**src/rtl/key_pkg.sv**
```systemverilog
// Shared definitions for the key debouncer: channel state encoding and a width helper.
package key_pkg;

  typedef enum logic [1:0] {
    UP        = 2'd0,
    DOWN_PEND = 2'd1,
    DOWN      = 2'd2,
    UP_PEND   = 2'd3
  } key_state_t;

  // Bits needed to hold values 0..value-1 (minimum 1).
  function automatic int clog2(input int value);
    int w;
    w = 0;
    while ((1 << w) < value) w++;
    return (w < 1) ? 1 : w;
  endfunction

endpackage

```
**src/rtl/key_debounce_ch.sv**
```systemverilog
// One pushbutton channel: 2-flop synchroniser, debounce FSM, registered level/press/release.
// Auto-repeat press pulses while held are added when KEY_REPEAT_EN is defined.
module key_debounce_ch
  import key_pkg::*;
#(
  parameter int DEBOUNCE_CYCLES = 500000,
  parameter int REPEAT_DELAY    = 25000000,
  parameter int REPEAT_PERIOD   = 5000000
) (
  input  logic clk,
  input  logic rst_n,
  input  logic key_raw,
  output logic key_level,
  output logic key_press,
  output logic key_release
);

  localparam int            CW       = clog2(DEBOUNCE_CYCLES + 1);
  localparam logic [CW-1:0] CNT_LAST = CW'(DEBOUNCE_CYCLES - 1);

  if (DEBOUNCE_CYCLES < 2 || REPEAT_DELAY < 1 || REPEAT_PERIOD < 1) begin : g_bad_param
    $error("key_debounce_ch: DEBOUNCE_CYCLES must be >= 2 and repeat timings >= 1");
  end

  logic [1:0]    sync_q;
  logic          s;
  key_state_t    state;
  logic [CW-1:0] cnt;

  assign s = ~sync_q[1];

`ifdef KEY_REPEAT_EN
  localparam int RW = clog2(((REPEAT_DELAY > REPEAT_PERIOD) ? REPEAT_DELAY : REPEAT_PERIOD) + 1);
  logic [RW-1:0] rpt_cnt;
  logic [RW-1:0] rpt_last;
  logic          rpt_first;

  // First repeat waits the long delay, later ones the short period.
  assign rpt_last = rpt_first ? RW'(REPEAT_DELAY - 1) : RW'(REPEAT_PERIOD - 1);
`endif

  always_ff @(posedge clk or negedge rst_n) begin
    if (!rst_n) begin
      sync_q      <= 2'b11;
      state       <= UP;
      cnt         <= '0;
      key_level   <= 1'b0;
      key_press   <= 1'b0;
      key_release <= 1'b0;
`ifdef KEY_REPEAT_EN
      rpt_cnt     <= '0;
      rpt_first   <= 1'b1;
`endif
    end else begin
      sync_q      <= {sync_q[0], key_raw};
      key_press   <= 1'b0;
      key_release <= 1'b0;
`ifdef KEY_REPEAT_EN
      if (state != DOWN) begin
        rpt_cnt   <= '0;
        rpt_first <= 1'b1;
      end
`endif
      case (state)
        UP: begin
          if (s) begin
            state <= DOWN_PEND;
            cnt   <= CW'(1);
          end
        end
        DOWN_PEND: begin
          if (!s) begin
            state <= UP;
            cnt   <= '0;
          end else if (cnt == CNT_LAST) begin
            state     <= DOWN;
            cnt       <= '0;
            key_level <= 1'b1;
            key_press <= 1'b1;
          end else begin
            cnt <= cnt + 1'b1;
          end
        end
        DOWN: begin
          if (!s) begin
            state <= UP_PEND;
            cnt   <= CW'(1);
`ifdef KEY_REPEAT_EN
            rpt_cnt   <= '0;
            rpt_first <= 1'b1;
          end else if (rpt_cnt == rpt_last) begin
            key_press <= 1'b1;
            rpt_cnt   <= '0;
            rpt_first <= 1'b0;
          end else begin
            rpt_cnt <= rpt_cnt + 1'b1;
`endif
          end
        end
        UP_PEND: begin
          if (s) begin
            state <= DOWN;
            cnt   <= '0;
          end else if (cnt == CNT_LAST) begin
            state       <= UP;
            cnt         <= '0;
            key_level   <= 1'b0;
            key_release <= 1'b1;
          end else begin
            cnt <= cnt + 1'b1;
          end
        end
        default: begin
          state <= UP;
          cnt   <= '0;
        end
      endcase
    end
  end

endmodule

```
**src/rtl/key_debouncer.sv**
```systemverilog
// Debounces NUM_KEYS active-low pushbuttons into clean level and one-cycle press/release pulses.
// Auto-repeat on held keys is enabled by defining KEY_REPEAT_EN.
module key_debouncer
  import key_pkg::*;
#(
  parameter int NUM_KEYS        = 4,
  parameter int DEBOUNCE_CYCLES = 500000,
  parameter int REPEAT_DELAY    = 25000000,
  parameter int REPEAT_PERIOD   = 5000000
) (
  input  logic                CLOCK_50,
  input  logic                resetn,
  input  logic [NUM_KEYS-1:0] KEY,
  output logic [NUM_KEYS-1:0] key_level,
  output logic [NUM_KEYS-1:0] key_press,
  output logic [NUM_KEYS-1:0] key_release
);

  for (genvar i = 0; i < NUM_KEYS; i++) begin : g_ch
    key_debounce_ch #(
      .DEBOUNCE_CYCLES(DEBOUNCE_CYCLES),
      .REPEAT_DELAY   (REPEAT_DELAY),
      .REPEAT_PERIOD  (REPEAT_PERIOD)
    ) u_ch (
      .clk        (CLOCK_50),
      .rst_n      (resetn),
      .key_raw    (KEY[i]),
      .key_level  (key_level[i]),
      .key_press  (key_press[i]),
      .key_release(key_release[i])
    );
  end

endmodule
```
**config.mk**
```make
export PLATFORM = sky130hd
export DESIGN_NAME = key_debouncer
export DESIGN_NICKNAME = d
export VERILOG_FILES = /design/src/rtl/key_pkg.sv /design/src/rtl/key_debounce_ch.sv /design/src/rtl/key_debouncer.sv
export SDC_FILE = /design/constraint.sdc
export NUM_CORES = 1
export LEC_CHECK = 0
export CORE_ASPECT_RATIO = 1.1
export CORE_MARGIN = 1
export CORE_UTILIZATION = 40
export DETAILED_ROUTE_END_ITERATION = 10
export GPL_TIMING_DRIVEN = 0
export SYNTH_ARGS = -nofsm -noshare
export SYNTH_HDL_FRONTEND = slang
export SYNTH_SLANG_ARGS = --single-unit
```
**constraint.sdc**
```tcl
create_clock -name CLOCK_50 -period 2.85 [get_ports CLOCK_50]
set_input_delay 0.57 -clock CLOCK_50 [delete_from_list [all_inputs] [get_ports CLOCK_50]]
set_output_delay 0.57 -clock CLOCK_50 [all_outputs]
set_load 0.01 [all_outputs]
```
; ---- Word-level counts from Yosys, hierarchy flattened
; Cells that the tools add are included.
[op_classes]
n_reduce_logical = 20
n_mux = 92
n_addsub = 4
n_eq_ne = 48
[ops]
columns = op, count
row1 = two-way mux 19 bit, 20
row2 = one-hot mux 19 bit (4 select lines), 4
row3 = "adder 19 x 1 -> 19 bit, second input constant", 4
row4 = "equality test 19 bit, second input constant", 4
row5 = two-way mux 2 bit, 24
row6 = two-way mux 1 bit, 36
row7 = "inequality test 2 x 1 -> 1 bit, second input constant", 16
row8 = one-hot mux 2 bit (4 select lines), 4
row9 = AND reduction 5 bit, 4
row10 = "equality test 2 bit, second input constant", 8
row11 = "inequality test 2 bit, second input constant", 8
row12 = AND reduction 4 bit, 4
row13 = "inequality test 3 x 1 -> 1 bit, second input constant", 4
row14 = "inequality test 3 bit, second input constant", 4
row15 = "equality test 2 x 1 -> 1 bit, second input constant", 4
row16 = zero test 2 bit, 4
row17 = one-hot mux 1 bit (2 select lines), 4
row18 = AND reduction 2 bit, 4
row19 = nonzero test 2 bit, 4
[totals]
inputBits = 6
reg_bits = 104

; ---- Depth between registers and ports, before layout
[depth]
ltp_word = 4
mapped_depth = 7

; ---- By module
; Synthesis repeated with hierarchy kept, for this count alone.
[unflattened]
cells_unflattened = 611
hier_area_um2 = 5585.4
[modules_own_cells]
columns = mod, seq_area_each_um2, n_inst, cells_per_inst, area_each_um2
row1 = key_debounce_ch (g_ch[0].u_ch ...), 653.1, 3, 151, 1391.3
row2 = key_debounce_ch (g_ch[3].u_ch), 653.1, 1, 158, 1411.4

; ---- Worst setup path after synthesis
; No wires, ideal clock.
[synth_timing]
kind = reg2reg
startpoint = register g_ch[3].u_ch.cnt[0]
endpoint = register g_ch[3].u_ch.cnt[18]
period_less_slack_ps = 1991
required_ps = 2725
setup_slack_ps = 859
setup_time_ps = 125
t_arrival_ps = 1866
stages_incl_launch_ff = 7
cell_sequence = dfrtp_1 ha_1 nand4_2 or3_1 or4_1 a21oi_1 o22ai_1
[synth_via]
elab_chain_cells = 4
word_cells_on_any_way = 6
[synth_rtl]
columns = item, line
row1 = from (decl), key_debounce_ch.sv:28  ; logic [CW-1:0] cnt;
row2 = from (signal assigned), key_debounce_ch.sv:81  ; cnt <= cnt + 1'b1;
row3 = from (signal assigned), key_debounce_ch.sv:110  ; cnt <= cnt + 1'b1;
row4 = adder 19 x 1 -> 19 bit / equality test 19 bit (equally long branches), n/a
row5 = two-way mux 19 bit (*), "key_debounce_ch.sv:75, key_debounce_ch.sv:104"
row6 = "two-way mux 19 bit, on equally long branches", "key_debounce_ch.sv:101, key_debounce_ch.sv:72"
row7 = one-hot mux 19 bit (4 select lines) (*), key_debounce_ch.sv:64  ; case (state)
; Mark *: on every way between the ends. The rest lies on a longest branch, timed or not.
; A chain may end at the register's enable or synchronous reset.

; ---- Final worst setup path
[layout_timing]
startpoint = register g_ch[3].u_ch.sync_q[1]
endpoint = register g_ch[3].u_ch.cnt[6]
[layout_via]
elab_chain_cells = 2
word_cells_on_any_way = 6
[layout_rtl]
columns = item, line
row1 = from (decl), key_debounce_ch.sv:25  ; logic [1:0] sync_q;
row2 = from (signal assigned), key_debounce_ch.sv:55  ; sync_q <= {sync_q[0], key_raw};
row3 = two-way mux 19 bit (tied with other cells), key_debounce_ch.sv:101  ; if (s) begin
row4 = one-hot mux 19 bit (4 select lines) / AND reduction 2 bit (equally long branches), n/a
; Several ways; a longest one is shown, not always the timed one.

==> results_dict.tcl <==
set metrics [dict create \
    power_w 0.00339 \
    num_antenna_cells 0 \
    hold_path.class "in -> async" \
    crit_path_end_kind "flip-flop" \
    place_inst 817 \
    htree_levels 3 \
    final_cell_mix "dfrtp_1 (96), nand2_1 (79), nand3_1 (56)" \
    drv_cap 0 \
    vias 4682 \
    yosysWarnings 0 \
    tightest_slew_ps 807 \
    cp_slowest_cell "dfstp_2" \
    clock.fmax_mhz 416 \
    hold_violations 0 \
    fin_nets 654 \
    crit_fanout 10 \
    cts_tree "yes" \
    fin_crit_sh_pct 84.4 \
    yosysTopAreaCellShare_pct 43.5 \
    portBuffers 17 \
    grt.overflow.total 0 \
    post_dp_cell_area_mm2 0.00595 \
    clkTransAtPathRegs_ps 70 \
    fin_crit_ps 2410 \
    power.density_mw_per_mm2 541 \
    synth_cell_types 56 \
    path_cells "clkbuf_1 > xor2_1 > nor2_1 > o21a_1 > clkbuf_1 > a21oi_1 > o22ai_1" \
    syn_avg_cell_area_um2 8.99 \
    cts_made_buffers 9 \
    wl_um 12100 \
    synthesis.area_mm2 0.00553 \
    post_cts_resized 0 \
    clock_skew_ps 7.99 \
    syn2layout_area_growth_pct 13.5 \
    antenna_found_initial 0 \
    fillCellCount 1291 \
    worstSetupStartpointType "flip-flop" \
    rsz0062_at_grt "false" \
    worstSkewPairLatency_ps 350 \
    postCtsSetupBuffers 0 \
    critical_path_class "reg -> reg" \
    finalMaxSlewViolations 0 \
    status "finished, final reports clean" \
    drt_first_pass_iters 5 \
    clk_path_buf_depth 2 \
    ys.flop_type "dfrtp_1" \
    drtAntennaViolNets 0 \
    instances_no_fill 833 \
    cp.required_ps 3120 \
    worst_path_most_repeated_cell "clkbuf_1" \
    ys_async_sr_fraction_pct 100 \
    yosys_register_bits 104 \
    drive_above_1_share_pct 8.01 \
    synth_edf_count 0 \
    grt_first_pass_wirelength_um 20900 \
    viasPerCell 5.62 \
    grt_max_degree 58 \
    gp_congestion 0.844 \
    synthTopCellsByArea "dfrtp_1 (43%), nand2_1 (5.4%), nand3_1 (5.1%)" \
    grt_util_all_layers_pct 18.1 \
    clock-sinks 104 \
    design_area_mm2 0.00628 \
    post-route-drc-count 0 \
    leakagePower_nw 2.55 \
    synth_fp_nets 625 \
    root_buffer "clkbuf_16" \
    max_stage_delay_ps 520 \
    holdBufCountCts 0 \
    relSlewSlack_pct 45.7 \
    hpwl_um 8370 \
    layout_commonest_cell "dfrtp_1" \
    wl_per_cell_um 14.6 \
    grt_pass1_vias 4384 \
    synth.yosys.seq_area_share_pct 47.3 \
    setup_viol 0 \
    core_mm2 0.0133 \
    synthCells 615 \
    drt-initial-drc-count 266 \
    finalSetupTns_ps 0 \
    start_util_pct 41.5 \
    dieHeight_um 125 \
    yosys.area.top_type "dfrtp_1" \
    crit_arrival_ps 2670 \
    placementRows 44 \
    die_w_um 114 \
    holdWs_ps 278 \
    die-area_mm2 0.0143 \
    ir_worst_vdd_v 0.000323 \
    io_pins 18 \
]
## critical path, delay by kind of cell, from the launching register on
kind | cells | cell delay (ps)
compound gates | 3 | 510
simple gates | 1 | 460
flops | 1 | 520
buf+inv | 2 | 660
xor+xnor | 1 | 170
## per-stage QoR
step,util (%),worst slack (ps)
CTS,47.1,453
global placement,44.5,-2800
detailed placement,44.7,462
global route,47.1,252
floorplan,-,859
finish,47.1,444
## flip-flops by register name, indices dropped and copies added (netlist names), named ones only
signal	count
g_ch.u_ch.sync_q	8
g_ch.u_ch.state	4
g_ch.u_ch.cnt	76
g_ch.u_ch.key_press	4
g_ch.u_ch.key_level	4
g_ch.u_ch.key_release	4
## cell usage after synthesis (3+ instances only)
library cell,number
dfstp_2,8
o31ai_1,4
dfrtp_1,96
a22o_1,8
o211ai_1,4
nand4_1,24
a2bb2oi_1,3
o21a_1,4
nand3_1,56
and3_1,7
ha_1,4
clkbuf_1,14
inv_1,26
or2_2,6
and2_1,10
a21oi_1,46
a31oi_1,5
or3_1,20
nor2_1,41
o21ai_0,29
buf_4,12
o211a_1,3
or4_1,5
and4_1,5
nor4_1,12
a21o_1,9
mux2i_1,15
o22ai_1,3
nor3_1,16
xnor2_1,8
nand2_1,79
## final timing paths
kind | from | to | slack, ps | cells past startpoint
worst min register to register | g_ch[3].u_ch.sync_q[0] | g_ch[3].u_ch.sync_q[1] | 360 | 0
worst max-delay path | g_ch[3].u_ch.sync_q[1] | g_ch[3].u_ch.cnt[6] | 440 | 7
min in group CLOCK_50 | g_ch[3].u_ch.sync_q[0] | g_ch[3].u_ch.sync_q[1] | 360 | 0
worst max register to register | g_ch[3].u_ch.sync_q[1] | g_ch[3].u_ch.cnt[6] | 440 | 7
max in group asynchronous | resetn | g_ch[2].u_ch.sync_q[1] | 1820 | 2
worst min-delay path | resetn | g_ch[0].u_ch.cnt[17] | 280 | 1
## logic make-up after synthesis
kind of cell               Yosys count  share of synthesized area, %
and+or+nand+nor                    297                          28.0
AOI/OAI and AO/OA                  131                          14.9
DFF                                104                          47.3
buffers and inverters               54                          4.64
muxes                               15                          2.72
xor gates and xnor gates            10                          1.58
adders and majority gates            4                         0.905
## where the power goes
group	internal [W]	switching, W
Sequential	0.00153	0.0000565
Clock	0.000793	0.000557
Combinational	0.000143	0.000313
Total	0.00247	0.000926
## cell type report
class / instances / area (µm²) / area share (%)
plain buffers: 28 / 159 / 2.53
clock buffers: 11 / 243 / 3.87
clock inverters: 5 / 80.1 / 1.28
inverters: 26 / 97.6 / 1.56
multi-input cells: 457 / 2660 / 42.4
flip-flops and latches: 104 / 2610 / 41.6
well taps: 184 / 230 / 3.67
repair buffers: 18 / 195 / 3.11
## per-layer routing
metal | GRT usage [%] | part of all wire [%] | vias up
met5 | 0 | 0 | -
met4 | 7.18 | 1.7 | 0
met3 | 2.52 | 3.0 | 13
met2 | 29.7 | 48 | 80
met1 | 24.1 | 47 | 2292
li1 | - | - | 2297
Power figures use the tool's default switching activity.
==> patch: new RTL, config.mk and constraints unchanged <==
Put a register stage on the output `key_level`. The value now appears one clock later. The other outputs are not delayed to match.
--- a/src/rtl/key_debouncer.sv
+++ b/src/rtl/key_debouncer.sv
@@ -16,6 +16,8 @@
   output logic [NUM_KEYS-1:0] key_release
 );
 
+  logic [NUM_KEYS-1:0] key_level_d;
+
   for (genvar i = 0; i < NUM_KEYS; i++) begin : g_ch
     key_debounce_ch #(
       .DEBOUNCE_CYCLES(DEBOUNCE_CYCLES),
@@ -25,10 +27,14 @@
       .clk        (CLOCK_50),
       .rst_n      (resetn),
       .key_raw    (KEY[i]),
-      .key_level  (key_level[i]),
+      .key_level  (key_level_d[i]),
       .key_press  (key_press[i]),
       .key_release(key_release[i])
     );
   end
 
+  always_ff @(posedge CLOCK_50) begin
+      key_level <= key_level_d;
+  end
+
 endmodule
Check against the original RTL: same outputs for any inputs over 4 cycles, from zero or initial values and one cycle with resetn low; that may be too few to reach the edited logic, so the function may still have changed.
==> patch against the original RTL <==
Worst setup slack better by 0.073 ns; sequential power rose by 4%; power down 0.91%; critical path type unchanged; routed wire length up 3.9%; cell area grew 3.2%; global-route usage grew 0.32 points; highest routed layer unchanged; largest cell class unchanged; sequential cell count is 4 higher; combinational power increased by 8.8%; area after synthesis rose by 4.2%.
==> patch: results (changes against the original RTL) <==
metric;value;unit;change
finClkSkew;0.0107;ns;+0.00268 ns
root_buffer;clkbuf_16;;
finish.net_count;670;;+2.4%
syn_nets;641;;+2.6%
drt-initial-drc-count;370;;+39%
grt_pass1_vias;4503;;+2.7%
worst_path_max_delay_cell;o41ai_4;;
dp_slack;0.565;ns;+0.103 ns
synthArstFlopShare;96.3;%;-3.7 points
status;completed;;
internal_power;2360;µW;-4.4%
dp.cells;837;;+2.4%
ys_seq_area_share;46.7;%;-0.53 points
io_buffers;17;;unchanged
dpl_cell_area;6190;µm²;+4.0%
worst_slew_pin_slew;0.718;ns;-0.0892 ns
hpwlAfterDp;8620;µm;+3.1%
yosys-top-cells-area;dfrtp_1, nand3_1, a21oi_1;;
drive_gt1_share;9.47;%;+1.5 points
crit_family;compound AO/OA/AOI/OAI gates;;
postSynthCellCount;631;;+2.6%
peakVddDrop;0.335;mV;+3.5%
antenna_found_initial;0;;unchanged
core;13900;µm²;+4.4%
synth.distinct_cells;69;;+23%
post_cts_resized;0;;unchanged
worstPathArrival;2.57;ns;-0.10 ns
reg2reg_from;g_ch[1].u_ch.cnt[0]$_DFFE_PN0P_;;
gp_congestion;0.892;;+5.7%
grt_start_max_net_pins;61;;+5.2%
critPathLaunchType;flip-flop;;
n_fill_cell;1356;;+5.0%
grt_pass1_wl;21800;µm;+4.1%
synth_common_cells;dfrtp_1, nand3_1, nand2_1, a21oi_1, nor2_1;;
routedWlPerCell;14.8;µm;+1.5%
leakage;0.00264;µW;+3.6%
vias;4790;;+2.3%
wl;12600;µm;+3.9%
[patch: cell count changes after synthesis, sizes merged, moves of 5 or more]
| cell | before | now |
|---|---|---|
| nand2 | 79 | 56 |
| nand3 | 56 | 64 |
| nor2 | 41 | 33 |
| and3 | 7 | 13 |
| buf | 14 | 20 |
| nor3b | 1 | 6 |
[patch: path summary, 6_finish.rpt]
kind | endpoint | slack, ns
hold reg to reg | g_ch[1].u_ch.sync_q[1]$_DFF_PN1_ | 0.36
setup / recovery | g_ch[1].u_ch.cnt[2]$_DFFE_PN0P_ | 0.52
max in group asynchronous | g_ch[2].u_ch.sync_q[1]$_DFF_PN1_ | 1.87
hold / removal | g_ch[0].u_ch.cnt[18]$_DFFE_PN0P_ | 0.23
min in group CLOCK_50 | g_ch[1].u_ch.sync_q[1]$_DFF_PN1_ | 0.36
setup reg to reg | g_ch[1].u_ch.cnt[2]$_DFFE_PN0P_ | 0.52
[patch: power groups by stage]
stage / sequential, µW / clock (µW) / combinational, µW
2_1_floorplan: 1660 / 0 / 337
4_1_cts: 1650 / 1260 / 502
5_1_grt: 1660 / 1320 / 561
3_3_place_gp: 1680 / 0 / 483
6_report: 1650 / 1220 / 496
3_5_place_dp: 1680 / 0 / 501
[patch: logic make-up (layout without fill, tap and decap cells)]
kind of cell / Yosys count / in the layout / synth area share (%)
buffers and inverters: 67 / 101 / 5.65
xor gates and xnor gates: 7 / 7 / 1.19
AOI/OAI and AO/OA: 138 / 138 / 15.3
and+or+nand+nor: 291 / 291 / 27.5
muxes: 16 / 16 / 2.80
DFF: 108 / 108 / 46.7
adders and majority gates: 4 / 4 / 0.869
[patch: routing by layer]
layer | global-route usage (%) | share of wire [%] | up-vias
met5 | 0 | 0 | -
met4 | 7.16 | 1.7 | 0
met3 | 3.03 | 3.0 | 16
met2 | 29.5 | 48 | 81
met1 | 24.9 | 47 | 2329
li1 | - | - | 2364
[patch: through the flow]
step / TNS (ns) / hold WS [ns]
after floorplan: 0 / 0.274
after global placement: -286.37 / 0.346
after detailed placement: 0 / 0.347
after CTS: 0 / 0.252
after global routing: 0 / 0.275
final: 0 / 0.226
[patch: final cells by class]
class                      count  area, µm²  share of cell area (%)
buffer                        37        213                    3.28
timing repair buffer          18        195                    3.01
clock buffer                   9        225                    3.48
clock inverter                 7       60.1                   0.927
multi-input combinational    456       2740                    42.4
tap                          188        235                    3.63
sequential                   108       2690                    41.6
inverter                      30        113                    1.74
